`src/rtl/instruction_fetcher.sv`:
```
// Instruction fetch front end: holds the PC, issues one memory read at a time and presents one instruction to the Decoder.
// Optional direct-mapped I-cache when IFETCH_ICACHE_EN is defined (default build has no cache storage).

module instruction_fetcher #(
    parameter logic [31:0] RESET_PC       = 32'h0,
    parameter int          ICACHE_IDX_BIT = 6
) (
    input  logic        clk_in,
    input  logic        rst_in,
    input  logic        rdy_in,
    input  logic        rob_clear,
    input  logic [31:0] rob_clear_pc,
    output logic        inst_valid,
    output logic [31:0] inst_addr,
    output logic [31:0] inst_data,
    input  logic [31:0] f_next_pc,
    input  logic        f_ok,
    output logic        mem_req_valid,
    output logic [31:0] mem_req_addr,
    input  logic        mem_req_ready,
    input  logic        mem_resp_valid,
    input  logic [31:0] mem_resp_data
);

    // state   | meaning
    // S_REQ   | request for pc offered to memory (or served by the cache)
    // S_WAIT  | request accepted, waiting for its response
    // S_HOLD  | instruction presented, waiting for f_ok
    // S_DRAIN | flushed while a response is outstanding; drop it on arrival
    typedef enum logic [1:0] {S_REQ, S_WAIT, S_HOLD, S_DRAIN} state_t;

    state_t      state;
    logic [31:0] pc;
    logic        cache_hit;
    logic [31:0] cache_rdata;
    logic        req_accept;
    logic        resp_take;

    assign mem_req_valid = (state == S_REQ) && rst_in && !cache_hit;
    assign mem_req_addr  = {pc[31:2], 2'b00};
    assign req_accept    = rdy_in && mem_req_ready && mem_req_valid;
    assign resp_take     = rdy_in && mem_resp_valid;

`ifdef IFETCH_ICACHE_EN
    localparam int LINES = 1 << ICACHE_IDX_BIT;
    localparam int TAG_W = 30 - ICACHE_IDX_BIT;

    logic [LINES-1:0]              line_valid;
    logic [TAG_W-1:0]              line_tag  [LINES];
    logic [31:0]                   line_data [LINES];
    logic [ICACHE_IDX_BIT-1:0]     idx;
    logic [TAG_W-1:0]              tag;
    logic                          fill;

    assign idx         = pc[ICACHE_IDX_BIT+1:2];
    assign tag         = pc[31:ICACHE_IDX_BIT+2];
    assign cache_hit   = (state == S_REQ) && line_valid[idx] && (line_tag[idx] == tag);
    assign cache_rdata = line_data[idx];
    // Only responses that are actually presented fill a line; drained ones never do.
    assign fill        = rst_in && !rob_clear && (state == S_WAIT) && resp_take;

    always_ff @(posedge clk_in) begin
        if (!rst_in) begin
            line_valid <= '0;
        end else if (fill) begin
            line_valid[idx] <= 1'b1;
        end
    end

    always_ff @(posedge clk_in) begin
        if (fill) begin
            line_tag[idx]  <= tag;
            line_data[idx] <= mem_resp_data;
        end
    end
`else
    assign cache_hit   = 1'b0;
    assign cache_rdata = 32'h0;
`endif

    always_ff @(posedge clk_in) begin
        if (!rst_in) begin
            state      <= S_REQ;
            pc         <= RESET_PC;
            inst_valid <= 1'b0;
            inst_addr  <= RESET_PC;
            inst_data  <= 32'h0;
        end else if (rob_clear) begin
            pc         <= rob_clear_pc;
            inst_valid <= 1'b0;
            case (state)
                S_REQ:   state <= req_accept ? S_DRAIN : S_REQ;
                S_WAIT:  state <= resp_take  ? S_REQ   : S_DRAIN;
                // A response landing on a repeated flush still retires the outstanding read.
                S_DRAIN: state <= resp_take  ? S_REQ   : S_DRAIN;
                default: state <= S_REQ;
            endcase
        end else if (rdy_in) begin
            case (state)
                S_REQ: begin
                    if (cache_hit) begin
                        inst_data  <= cache_rdata;
                        inst_addr  <= pc;
                        inst_valid <= 1'b1;
                        state      <= S_HOLD;
                    end else if (mem_req_ready) begin
                        state <= S_WAIT;
                    end
                end
                S_WAIT: begin
                    if (mem_resp_valid) begin
                        inst_data  <= mem_resp_data;
                        inst_addr  <= pc;
                        inst_valid <= 1'b1;
                        state      <= S_HOLD;
                    end
                end
                S_HOLD: begin
                    if (f_ok) begin
                        pc         <= f_next_pc;
                        inst_valid <= 1'b0;
                        state      <= S_REQ;
                    end
                end
                S_DRAIN: begin
                    if (mem_resp_valid) begin
                        state <= S_REQ;
                    end
                end
                default: state <= S_REQ;
            endcase
        end
    end

endmodule

```
`config.mk`:
```
export PLATFORM = sky130hd
export DESIGN_NAME = instruction_fetcher
export DESIGN_NICKNAME = d
export VERILOG_FILES = /design/src/rtl/instruction_fetcher.sv
export SDC_FILE = /design/constraint.sdc
export NUM_CORES = 1
export LEC_CHECK = 0
export BUFFER_PORTS_ARGS = -buffer_cell sky130_fd_sc_hd__buf_2
export CORE_MARGIN = 1.5
export CORE_UTILIZATION = 45
export DETAILED_ROUTE_END_ITERATION = 7
export PLACE_DENSITY_LB_ADDON = 0.25
export SLEW_MARGIN = 20
export SYNTH_ARGS = -nofsm -noshare
export SYNTH_HDL_FRONTEND = slang
export SYNTH_SLANG_ARGS = --single-unit
```
`constraint.sdc`:
```
create_clock -name clk_in -period 1.7 [get_ports clk_in]
set_input_delay 0.17 -clock clk_in [delete_from_list [all_inputs] [get_ports clk_in]]
set_output_delay 0.17 -clock clk_in [all_outputs]
set_load 0.005 [all_outputs]
```
After elaboration in Yosys (flattened, before gate mapping)
Index checks and enable logic that the tools add are counted. Widths: inputs -> output; s select.

Bits in read-only memories: 0. Input bits: 103. Register bits: 99. Output and inout bits: 98. Memory bits (writable): 0. Bits in latches: 0. Memories: 0.

Reduce and logical (&&, ||, !) cells: 15. Muxes and demuxes: 17. Divide/modulo/power cells: 0. Shift-type cells: 0. Eq/ne operators: 9. Bitwise logic cells: 2. Magnitude comparators: 0. Multipliers: 0. Add/subtract/negate cells: 0.

Operators by type and width (count): $mux 32 (4); $mux 2 (8); $ne 3x3->1 const B (4); $pmux 2 s4 (1); $reduce_and 4->1 (2); $reduce_bool 2->1 (4); $reduce_and 5->1 (1); $eq 2x2->1 const B (2); $logic_and 1x1->1 (4); $ne 2x2->1 const B (2); $pmux 2 s2 (1); $reduce_or 2->1 (2); $reduce_and 3->1 (1); $eq 2x1->1 const B (1); $logic_not 2->1 (1); $mux 1 (2); $not 1->1 (2); $pmux 1 s2 (1).

Depth between registers and ports, before layout
Gate-level depths: netlist (run 1).

Depth in word-level cells: 6. Gate-level depth with buffers: 6. Depth with buffers taken out: 4.

Worst setup path before layout (run 1)
No wires, ideal clock.

Kind: register to register. Start point: reg state[0]. End point: reg inst_data[4]. Setup slack: 197 ps. Stages on the path, launching flop included: 7. Arrival time: 1385 ps. Data required time: 1582 ps. Period minus slack after synthesis: 1503 ps. Cells stage by stage: dfxtp_1 -> inv_2 -> or4_1 -> buf_4 -> buf_6 -> nand2_1 -> a21boi_2.

Longest elaborated chain between the ends: 2.

RTL lines: start: declaration (RTL line 32) `state_t state;`; start signal: assignment (RTL line 92) `S_REQ: state <= req_accept ? S_DRAIN : S_REQ;`; start signal: assignment (RTL line 93) `S_WAIT: state <= resp_take ? S_REQ : S_DRAIN;`; start signal: assignment (RTL line 95) `S_DRAIN: state <= resp_take ? S_REQ : S_DRAIN;`; $eq 2x1->1 (RTL line 99) `case (state)`; $reduce_and 4->1 (no source line); end signal: assignment (RTL line 102) `inst_data <= cache_rdata;`; end signal: assignment (RTL line 112) `inst_data <= mem_resp_data;`; end: declaration (RTL line 15) `output logic [31:0] inst_data,`.

Every way passes these cells. A chain may end at the register's enable or synchronous reset.

Final worst setup path (run 1)
Start point: reg state[0]. End point: reg inst_addr[14].

Longest elaborated chain between the ends: 2.

RTL lines: $eq 2x1->1 (RTL line 99); $reduce_and 4->1 (no source line); end signal: assignment (RTL line 103) `inst_addr <= pc;`; end signal: assignment (RTL line 113) `inst_addr <= pc;`; end: declaration (RTL line 14) `output logic [31:0] inst_addr,`.

Every way passes these cells.

==> metrics.md, run 1 <==
| Metric | Value |
|---|---|
| Cell family with most CP delay | simple AND/OR/NAND/NOR gates |
| Post-route ant nets | 0 |
| Max-slew violation count | 0 |
| Hold WC Path Type | in -> reg |
| Met2 routed WL | about 5100 µm |
| Vias in the first global route | about 3700 |
| Worst EP arrival | 1880 ps |
| Setup Skew | 6.921 ps |
| Total power | between 0.004 and 0.005 W |
| Worst setup SP type | flip-flop |
| Starting DRT DRC Count | around 140 |
| CP max stage cell | or4_2 |
| Power density over the cells | 837.7 nW/µm² |
| Synth Register Bits | 99 |
| # setup viols final | 0 |
| Final WS setup | 67.24 ps |
| Gate Count Post-Synth | 481 |
| Resized cells post-CTS | 0 |
| Total GRT Usage | 0.1916 |
| Synth Flop Type | dfxtp_1 |
| Post-detail-place hpwl | 7351 µm |
| # fillers | just over 900 |
| Layout cell share with drive strength beyond 1 | 0.4540 |
| Hold Path Cell Cnt | 3 |
| Top Layer Used | met4 |
| CP peak stage delay | 710 ps |
| Routability Congestion | 0.7908 |
| # Max-Cap Violations | 0 |
| CTS Buf Count | 9 |
| Area Overhead vs Synth | 23.02% |
| Most numerous cell in the Yosys netlist | nand2_1 |
| Setup TNS Final | 0 ps |
| Die area | about 11000 µm² |
| Hold WS | 44.17 ps |
| Synthesized area per cell | roughly 9.5 µm² |
| Status | completed |
| Worst VDD drop | just under 500 µV |
| Port Buf Inserts | around 200 |
| # IOs | roughly 200 |
| Drt wl/cell | approximately 14 µm |
| Initial antenna violation count | 0 |
| Final period utilization | 0.9604 |
| Antenna Cells | 0 |
| Die X | just over 100 µm |
| WP depth | 5 |
| CP Buf/Inv Count | 2 |
| Cell chain of the critical path | inv_2 > or4_2 > buf_12 > nand2_1 > a21boi_2 |
| Part of the Yosys area used for sequential elements | 0.4331 |
| First-pass GRT wire length | between 15000 and 20000 µm |
| Setup slack after placement | 86.22 ps |
| Synth area leaders | dfxtp_1, a21boi_2, nand2_1 |
| Max clock buf depth | 2 |
| Synth top cells by count | nand2_1, dfxtp_1, a21boi_2 |
| Count of cell types in the netlist | 30 |
| DR WL met3 | around 670 µm |
| WL final | 10460 µm |
| Worst setup EP type | flip-flop |
| Core Footprint | ~10000 µm² |
| Critical path class | reg -> reg |
| Ys Warns | 0 |
| Clock root buffer | clkbuf_8 |
| Largest net degree at the start of global routing | 97 |
| Final core occ | 0.5733 |
| Final #Nets | 739 |
| Cell type with the largest total area after synthesis | dfxtp_1 |
| Metal-1 WL | between 4000 and 5000 µm |
| Worst skew pair latency | 360 ps |
| Drt pass-1 iters | 4 |
| Drt drc | 0 |
| RSZ-0062 raised after global routing | false |
| Vias | 3799 |
| FFs w/ async S/R, synth | 0 |
| CTS sink cnt | 99 |
| Fin. Hold Viols | 0 |
| Min Clock Period, post-route | ~1600 ps |
| Initial Utilization | 0.4660 |
| Fmax | approximately 0.61 GHz |
| CTS clock-pin slew for the worst setup and hold paths | about 100 ps |
| Gr ovfl total | 0 |
| Die Height | 103.8 µm |
| EDFF count, synth | 0 |
| H-tree depth | 3 |
| Cell Area, Synth | 4576 µm² |
| R2R depth | 5 |
| Buffers inserted by post-CTS timing repair | 0 |
| Number of cell rows | 36 |
| CTS tree | built |
| Hold buffer count at cts | 0 |
| Max Fanout on Critical Path | 56 |
| WP data required | approximately 2000 ps |
| Share of the synthesized area in the top cell type | 0.4331 |
| Routed vias/inst | 4.908 |
| Leak | 2.780 nW |
kinds of logic (layout without fill, tap and decap cells):
group / count (synthesis) / in the layout / share of synthesized area
compound gates: 106 / 106 / 0.2398
buf+inv: 70 / 229 / 0.1058
flops: 99 / 99 / 0.4331
mux: 32 / 32 / 0.07000
other cells: 1 / 2 / 0.0008196
simple gates: 173 / 173 / 0.1504
routing by layer:
metal	global-route usage	up-vias
met4	0.06448	0
li1	-	1882
met3	0.04468	13
met5	0	-
met2	0.3425	134
met1	0.2241	1770
worst reg2reg max path: stages (launching register included):
cell,delay [ps]
dfxtp_1,350
inv_2,40
or4_2,710
buf_12,230
nand2_1,150
a21boi_2,60
cell usage in the layout, fill, tap and decap left out, types with 2 or more instances in the layout:
master,instances
a21boi_0,4
a21boi_2,60
a31oi_1,2
buf_12,3
buf_2,198
buf_4,10
bufinv_16,2
clkbuf_8,10
conb_1,2
dfxtp_1,99
inv_6,3
mux2i_1,32
nand2_1,162
nand2b_1,3
nand3_1,2
o211a_1,32
o21ai_0,2
worst paths after layout:
| kind | slack (ps) | end | start |
|---|---|---|---|
| worst min-delay path | 40 | inst_data[19] | mem_resp_data[19] |
| worst max register to register | 70 | inst_addr[14] | state[0] |
| worst min register to register | 470 | inst_addr[28] | inst_addr[28] |
| worst max-delay path | 70 | inst_addr[14] | state[0] |
area by class of cell:
cell class / count / area (µm²) / area share
repair buffers: 211 / 1126 / 0.2000
multi-input cells: 313 / 2116 / 0.3759
flip-flops and latches: 99 / 1982 / 0.3521
well taps: 133 / 166.4 / 0.02956
clock buffers: 10 / 137.6 / 0.02445
inverters: 2 / 7.507 / 0.001334
clock inverters: 6 / 93.84 / 0.01667
sequential cells by signal (all words and copies together) (netlist names):
signal / flops
inst_addr: 32
inst_data: 32
inst_valid: 1
pc: 32
state: 2
where the power goes:
group	switching, W	internal (W)	total [W]	leakage [nW]
clock network	0.000836	0.000886	0.00172	0.114
registers	0.0000529	0.00240	0.00245	0.807
logic	0.000251	0.000294	0.000545	1.86
per-stage QoR:
stage               cell area (µm²)  instances
floorplan                      4579        482
global placement               5398        758
detailed placement             5398        758
CTS                            5629        774
global route                   5629        774
finish                         5629        774
No activity file was read; power rests on OpenSTA's default activity.
==> run 2, diff against run 1 <==
PLACE_DENSITY = 0.87   (was default)
PLACE_DENSITY_LB_ADDON = default   (was 0.25)
TNS_END_PERCENT = 10   (was default)
==> metrics.md, run 2 (synthesis results as in run 1) <==
| Metric | Value |
|---|---|
| P_sw | roughly 0.0011 W |
| Vias | 3810 |
| Largest regs | inst_addr (32), inst_data (32), pc (32) |
| Max clock buf depth | 2 |
| Vias in the first global route | between 3000 and 4000 |
| # IOs | between 200 and 250 |
| Placed cell areas | 5415 µm² |
| H-tree depth | 3 |
| Cell chain of the critical path | inv_2 > buf_4 > nor4_4 > buf_12 > nand2_1 > a21boi_0 |
| Routability Congestion | around 0.75 |
| Total GRT Usage | 0.1899 |
| Hold WC Path Type | in -> reg |
| Buffers inserted by post-CTS timing repair | 0 |
| Comb power frac | 0.120 |
| CTS tree | built |
| Worst setup SP type | flip-flop |
| Max-slew violation count | 0 |
| Worst setup EP type | flip-flop |
| Area Overhead vs Synth | 23.65% |
| Final WS setup | 173.9 ps |
| Storage cell area | about 2000 µm² |
| Clock root buffer | clkbuf_8 |
| Fin. Hold Viols | 0 |
| Worst EP arrival | approximately 1800 ps |
| Start point of the worst min-delay path | mem_resp_data[17] |
| Hold buffer count at cts | 0 |
| Leak | 2.791 nW |
| Status | completed |
| Internal | between 0.003 and 0.004 W |
| Cell family with most CP delay | buffers and inverters |
| Area of the multi-input gates | ~2100 µm² |
| Setup slack after placement | ~95 ps |
| Initial Utilization | 0.4660 |
| Worst r2r dst | inst_data[10] |
| RSZ-0062 raised after global routing | false |
| Routed vias/inst | about 5 |
| Drt drc | 0 |
| # fillers | 886 |
| Largest net degree at the start of global routing | 65 |
| Starting DRT DRC Count | around 130 |
| Drt wl/cell | 13.40 µm |
| Post-detail-place hpwl | ~7400 µm |
| Design area | around 5700 µm² |
| Sequential Power Share | 0.528 |
| CP peak stage delay | about 350 ps |
| Port Buf Inserts | 198 |
| Core Footprint | between 9000 and 10000 µm² |
| WP data required | approximately 2000 ps |
| CTS Buf Count | 9 |
| CTS sink cnt | 99 |
| Hold WS | ~54 ps |
| Die area | roughly 11000 µm² |
| Number of cell rows | 36 |
| Final period utilization | 0.8977 |
| Hold Path Cell Cnt | 3 |
| Most common cell after layout, fill and taps aside | buf_2 |
| Final #Nets | 739 |
| Clock share of power | 0.352 |
| Post-route ant nets | 0 |
| Setup Skew | about 11 ps |
| Switching Share | 0.2342 |
| First-pass GRT wire length | ~17000 µm |
| Placed instance count | around 760 |
| Worst skew pair latency | 350 ps |
| Gr ovfl total | 0 |
| Power density over the cells | around 820 nW/µm² |
| Initial antenna violation count | 0 |
| Antenna Cells | 0 |
| Drt pass-1 iters | 4 |
| CTS clock-pin slew for the worst setup and hold paths | 90 ps |
| R2R depth | 6 |
| Die Height | 103.8 µm |
| Worst VDD drop | between 400 and 500 µV |
| Layout cell share with drive strength beyond 1 | 0.4531 |
| Max Fanout on Critical Path | 64 |
| Die X | between 100 and 150 µm |
| Non-Filler Instances | about 770 |
| Flop2flop setup slack | roughly 170 ps |
| WHS Endpoint | inst_data[17] |
| WL final | a little over 10000 µm |
| CP Buf/Inv Count | 3 |
| # Max-Cap Violations | 0 |
| Critical path class | reg -> reg |
| Min Clock Period, post-route | 1526 ps |
| Setup TNS Final | 0 ps |
| CP max stage cell | dfxtp_1 |
| Fmax | between 0.6 and 0.7 GHz |
| # setup viols final | 0 |
| R2R Path Start | state[0] |
| Most frequent cells in the layout | buf_2, nand2_1, dfxtp_1, a21boi_2 |
-- run 2: cell count changes in the layout (fill, tap and decap cells not counted), sizes merged --
cell / before / now
buf: 211 / 210
inv: 5 / 2
clkinv: 0 / 2
clkbuf: 10 / 11
-- run 2: how the worst max path moves through the flow --
stage                        start            end  slack [ps]  depth (start not counted)
final                     state[0]  inst_data[10]         170                          6
after global routing      state[0]  inst_data[10]          20                          6
after CTS                 state[0]  inst_data[10]          80                          5
after detailed placement  state[0]   inst_data[3]          90                          5
after global placement    state[0]  inst_data[11]         140                          5
after floorplan           state[0]   inst_data[4]         200                          6
-- run 2: per-layer routing --
| layer | global-route usage | share of wire | vias to the layer above |
|---|---|---|---|
| li1 | - | - | 1886 |
| met1 | 0.2112 | 0.41 | 1767 |
| met2 | 0.3411 | 0.51 | 142 |
| met3 | 0.04216 | 0.064 | 15 |
| met4 | 0.09127 | 0.016 | 0 |
| met5 | 0 | 0 | - |
-- run 2: power by group through the flow --
| stage | combinational [W] | clock, W | sequential [W] |
|---|---|---|---|
| detailed placement | 0.000557 | 0 | 0.00251 |
| global route | 0.000612 | 0.00177 | 0.00246 |
| finish | 0.000557 | 0.00163 | 0.00245 |
| floorplan | 0.000373 | 0 | 0.00250 |
| CTS | 0.000559 | 0.00168 | 0.00245 |
| global placement | 0.000536 | 0 | 0.00250 |
-- run 2: stage by stage --
stage / utilization / total power [W]
global placement: 0.5515 / 0.003039
floorplan: - / 0.002869
CTS: 0.5734 / 0.004692
detailed placement: 0.5515 / 0.003063
global route: 0.5762 / 0.004842
finish: 0.5762 / 0.004641
-- run 2: tightest hold or removal path: cells and delay by family --
family / cells / cell delay, ps
AND/OR/NAND/NOR: 1 / 60
buffers and inverters: 1 / 100
AO/OA/AOI/OAI: 1 / 40
-- run 2: area by class of cell --
class / count / share of cell area
inverter: 2 / 0.001327
clock buffer: 10 / 0.02433
sequential: 99 / 0.3503
clock inverter: 5 / 0.01371
timing repair buffer: 211 / 0.2065
tap: 133 / 0.02941
multi-input combinational: 313 / 0.3744
-- run 2: what timing repair did --
item / in CTS / in global routing
gates resized for setup: 0 / 1
hold endpoints to repair: 0 / 0
endpoints found under the setup margin: 0 / 1
==> run 3, diff against run 2 <==
TNS_END_PERCENT = default   (was 10)
clock period = 1.8 ns   (was 1.7 ns; I/O delays follow)
==> metrics.md, run 3 (synthesis results as in run 1) <==
| Metric | Value |
|---|---|
| Status | completed |
| Non-Filler Instances | slightly below 800 |
| Worst r2r dst | inst_data[23] |
| Setup TNS Final | 0 ps |
| CTS tree | built |
| Leak | 2.760 nW |
| CP Buf/Inv Count | 2 |
| Worst EP arrival | ~1900 ps |
| Die area | 10780 µm² |
| Hold WC Path Type | in -> reg |
| Cell chain of the critical path | inv_2 > or4_2 > buf_12 > nand2_1 > a21boi_2 |
| Post-detail-place hpwl | between 7000 and 8000 µm |
| R2R depth | 5 |
| Worst skew pair latency | between 300 and 400 ps |
| Min Clock Period, post-route | 1663 ps |
| # fillers | about 900 |
| # setup viols final | 0 |
| # Max-Cap Violations | 0 |
| Antenna Cells | 0 |
| Number of cell rows | 36 |
| Layout cell share with drive strength beyond 1 | 0.4547 |
| Largest regs | inst_addr (32), inst_data (32), pc (32) |
| Drt drc | 0 |
| Flop2flop setup slack | ~140 ps |
| First-pass GRT wire length | approximately 17000 µm |
| Worst setup EP type | flip-flop |
| Largest net degree at the start of global routing | 65 |
| # IOs | 201 |
| Buffers inserted by post-CTS timing repair | 0 |
| Port Buf Inserts | slightly below 200 |
| Core Footprint | just under 10000 µm² |
| Final period utilization | 0.9239 |
| Most frequent cells in the layout | buf_2, nand2_1, dfxtp_1, a21boi_2 |
| CP max stage cell | or4_2 |
| Start point of the worst min-delay path | mem_resp_data[30] |
| Setup Skew | roughly 11 ps |
| Fmax | 0.6013 GHz |
| Routed vias/inst | 4.913 |
| Final #Nets | 738 |
| WHS Endpoint | inst_data[30] |
| Drt wl/cell | 13.17 µm |
| Cell family with most CP delay | simple AND/OR/NAND/NOR gates |
| Initial antenna violation count | 0 |
| CTS Buf Count | 9 |
| Drt pass-1 iters | 4 |
| Starting DRT DRC Count | 132 |
| Max clock buf depth | 2 |
| Vias in the first global route | around 3800 |
| Worst VDD drop | roughly 340 µV |
| Total GRT Usage | 0.1917 |
| Routability Congestion | ~0.74 |
| Placed instance count | ~760 |
| WP data required | ~2000 ps |
| Final core occ | 0.5720 |
| Post-route ant nets | 0 |
| Critical path class | reg -> reg |
| WL final | roughly 10000 µm |
| CP peak stage delay | about 700 ps |
| Die Height | roughly 100 µm |
| Fin. Hold Viols | 0 |
| Die X | 103.8 µm |
| R2R Path Start | state[0] |
| Power density over the cells | roughly 770 nW/µm² |
| Gr ovfl total | 0 |
| Initial Utilization | 0.4660 |
| Worst setup SP type | flip-flop |
| Total power | roughly 0.0043 W |
| RSZ-0062 raised after global routing | false |
| Most common cell after layout, fill and taps aside | buf_2 |
| Clock root buffer | clkbuf_8 |
| Vias | between 3000 and 4000 |
| Area Overhead vs Synth | 22.75% |
| Worst Setup SP | state[0] |
| Max-slew violation count | 0 |
| Max Fanout on Critical Path | 54 |
| CTS sink cnt | about 100 |
| Hold Path Cell Cnt | 3 |
| CTS clock-pin slew for the worst setup and hold paths | approximately 90 ps |
| H-tree depth | 3 |
## run 3: changes by cell type in the layout (fill, tap and decap cells not counted), sizes merged
cell,previous run,this run
clkinv,2,1
clkinvlp,1,3
bufinv,2,1
## run 3: final cells by class
cell class                      instances  area, µm²  area share
Multi-Input combinational cell        313       2116      0.3767
Sequential cell                        99       1983      0.3531
Timing Repair Buffer                  210       1131      0.2014
Tap cell                              133      166.4     0.02963
Clock buffer                           11      151.4     0.02695
Clock inverter                          5      61.31     0.01092
Inverter                                2      7.507    0.001337
## run 3: what timing repair did
item | in CTS | in global routing
hold buffers | 0 | 0
endpoints found under the setup margin | 0 | 2
gates resized for setup | 0 | 1
## run 3: per-stage QoR
stage	area, µm²	setup slack, ps	hold WS, ps
after global placement	5403	162.5	430.7
after detailed placement	5403	105.8	433.8
after global routing	5617	56.55	42.36
final	5617	137.0	57.00
after floorplan	4579	296.6	324.8
after CTS	5615	81.55	34.70
## run 3: worst register-to-register path, cell delays in order, from the launching register on
cell and delay, ps:
dfxtp_2 380, inv_2 50, or4_2 700, buf_12 220
nand2_1 150, a21boi_2 60
## run 3: power breakdown
| part | internal, W | switching [W] |
|---|---|---|
| sequential | 0.00226 | 0.0000540 |
| combinational | 0.000279 | 0.000235 |
| clock | 0.000720 | 0.000757 |
## run 3: worst max-delay path by stage
stage	cells after the start	end
after floorplan	6	inst_data[4]
after global placement	5	inst_data[11]
after detailed placement	5	inst_data[23]
after CTS	5	inst_data[12]
after global routing	5	inst_data[10]
final	5	inst_data[23]
## run 3: metal layers
layer  routed length (µm)  part of all wire  vias up  global-route usage
li1                     -                 -     1885                   -
met1                 4235              0.42     1757              0.2099
met2                 5119              0.50      140              0.3529
met3                  629             0.062       16             0.03650
met4                  194             0.019        0             0.09226
met5                    0                 0        -                   0
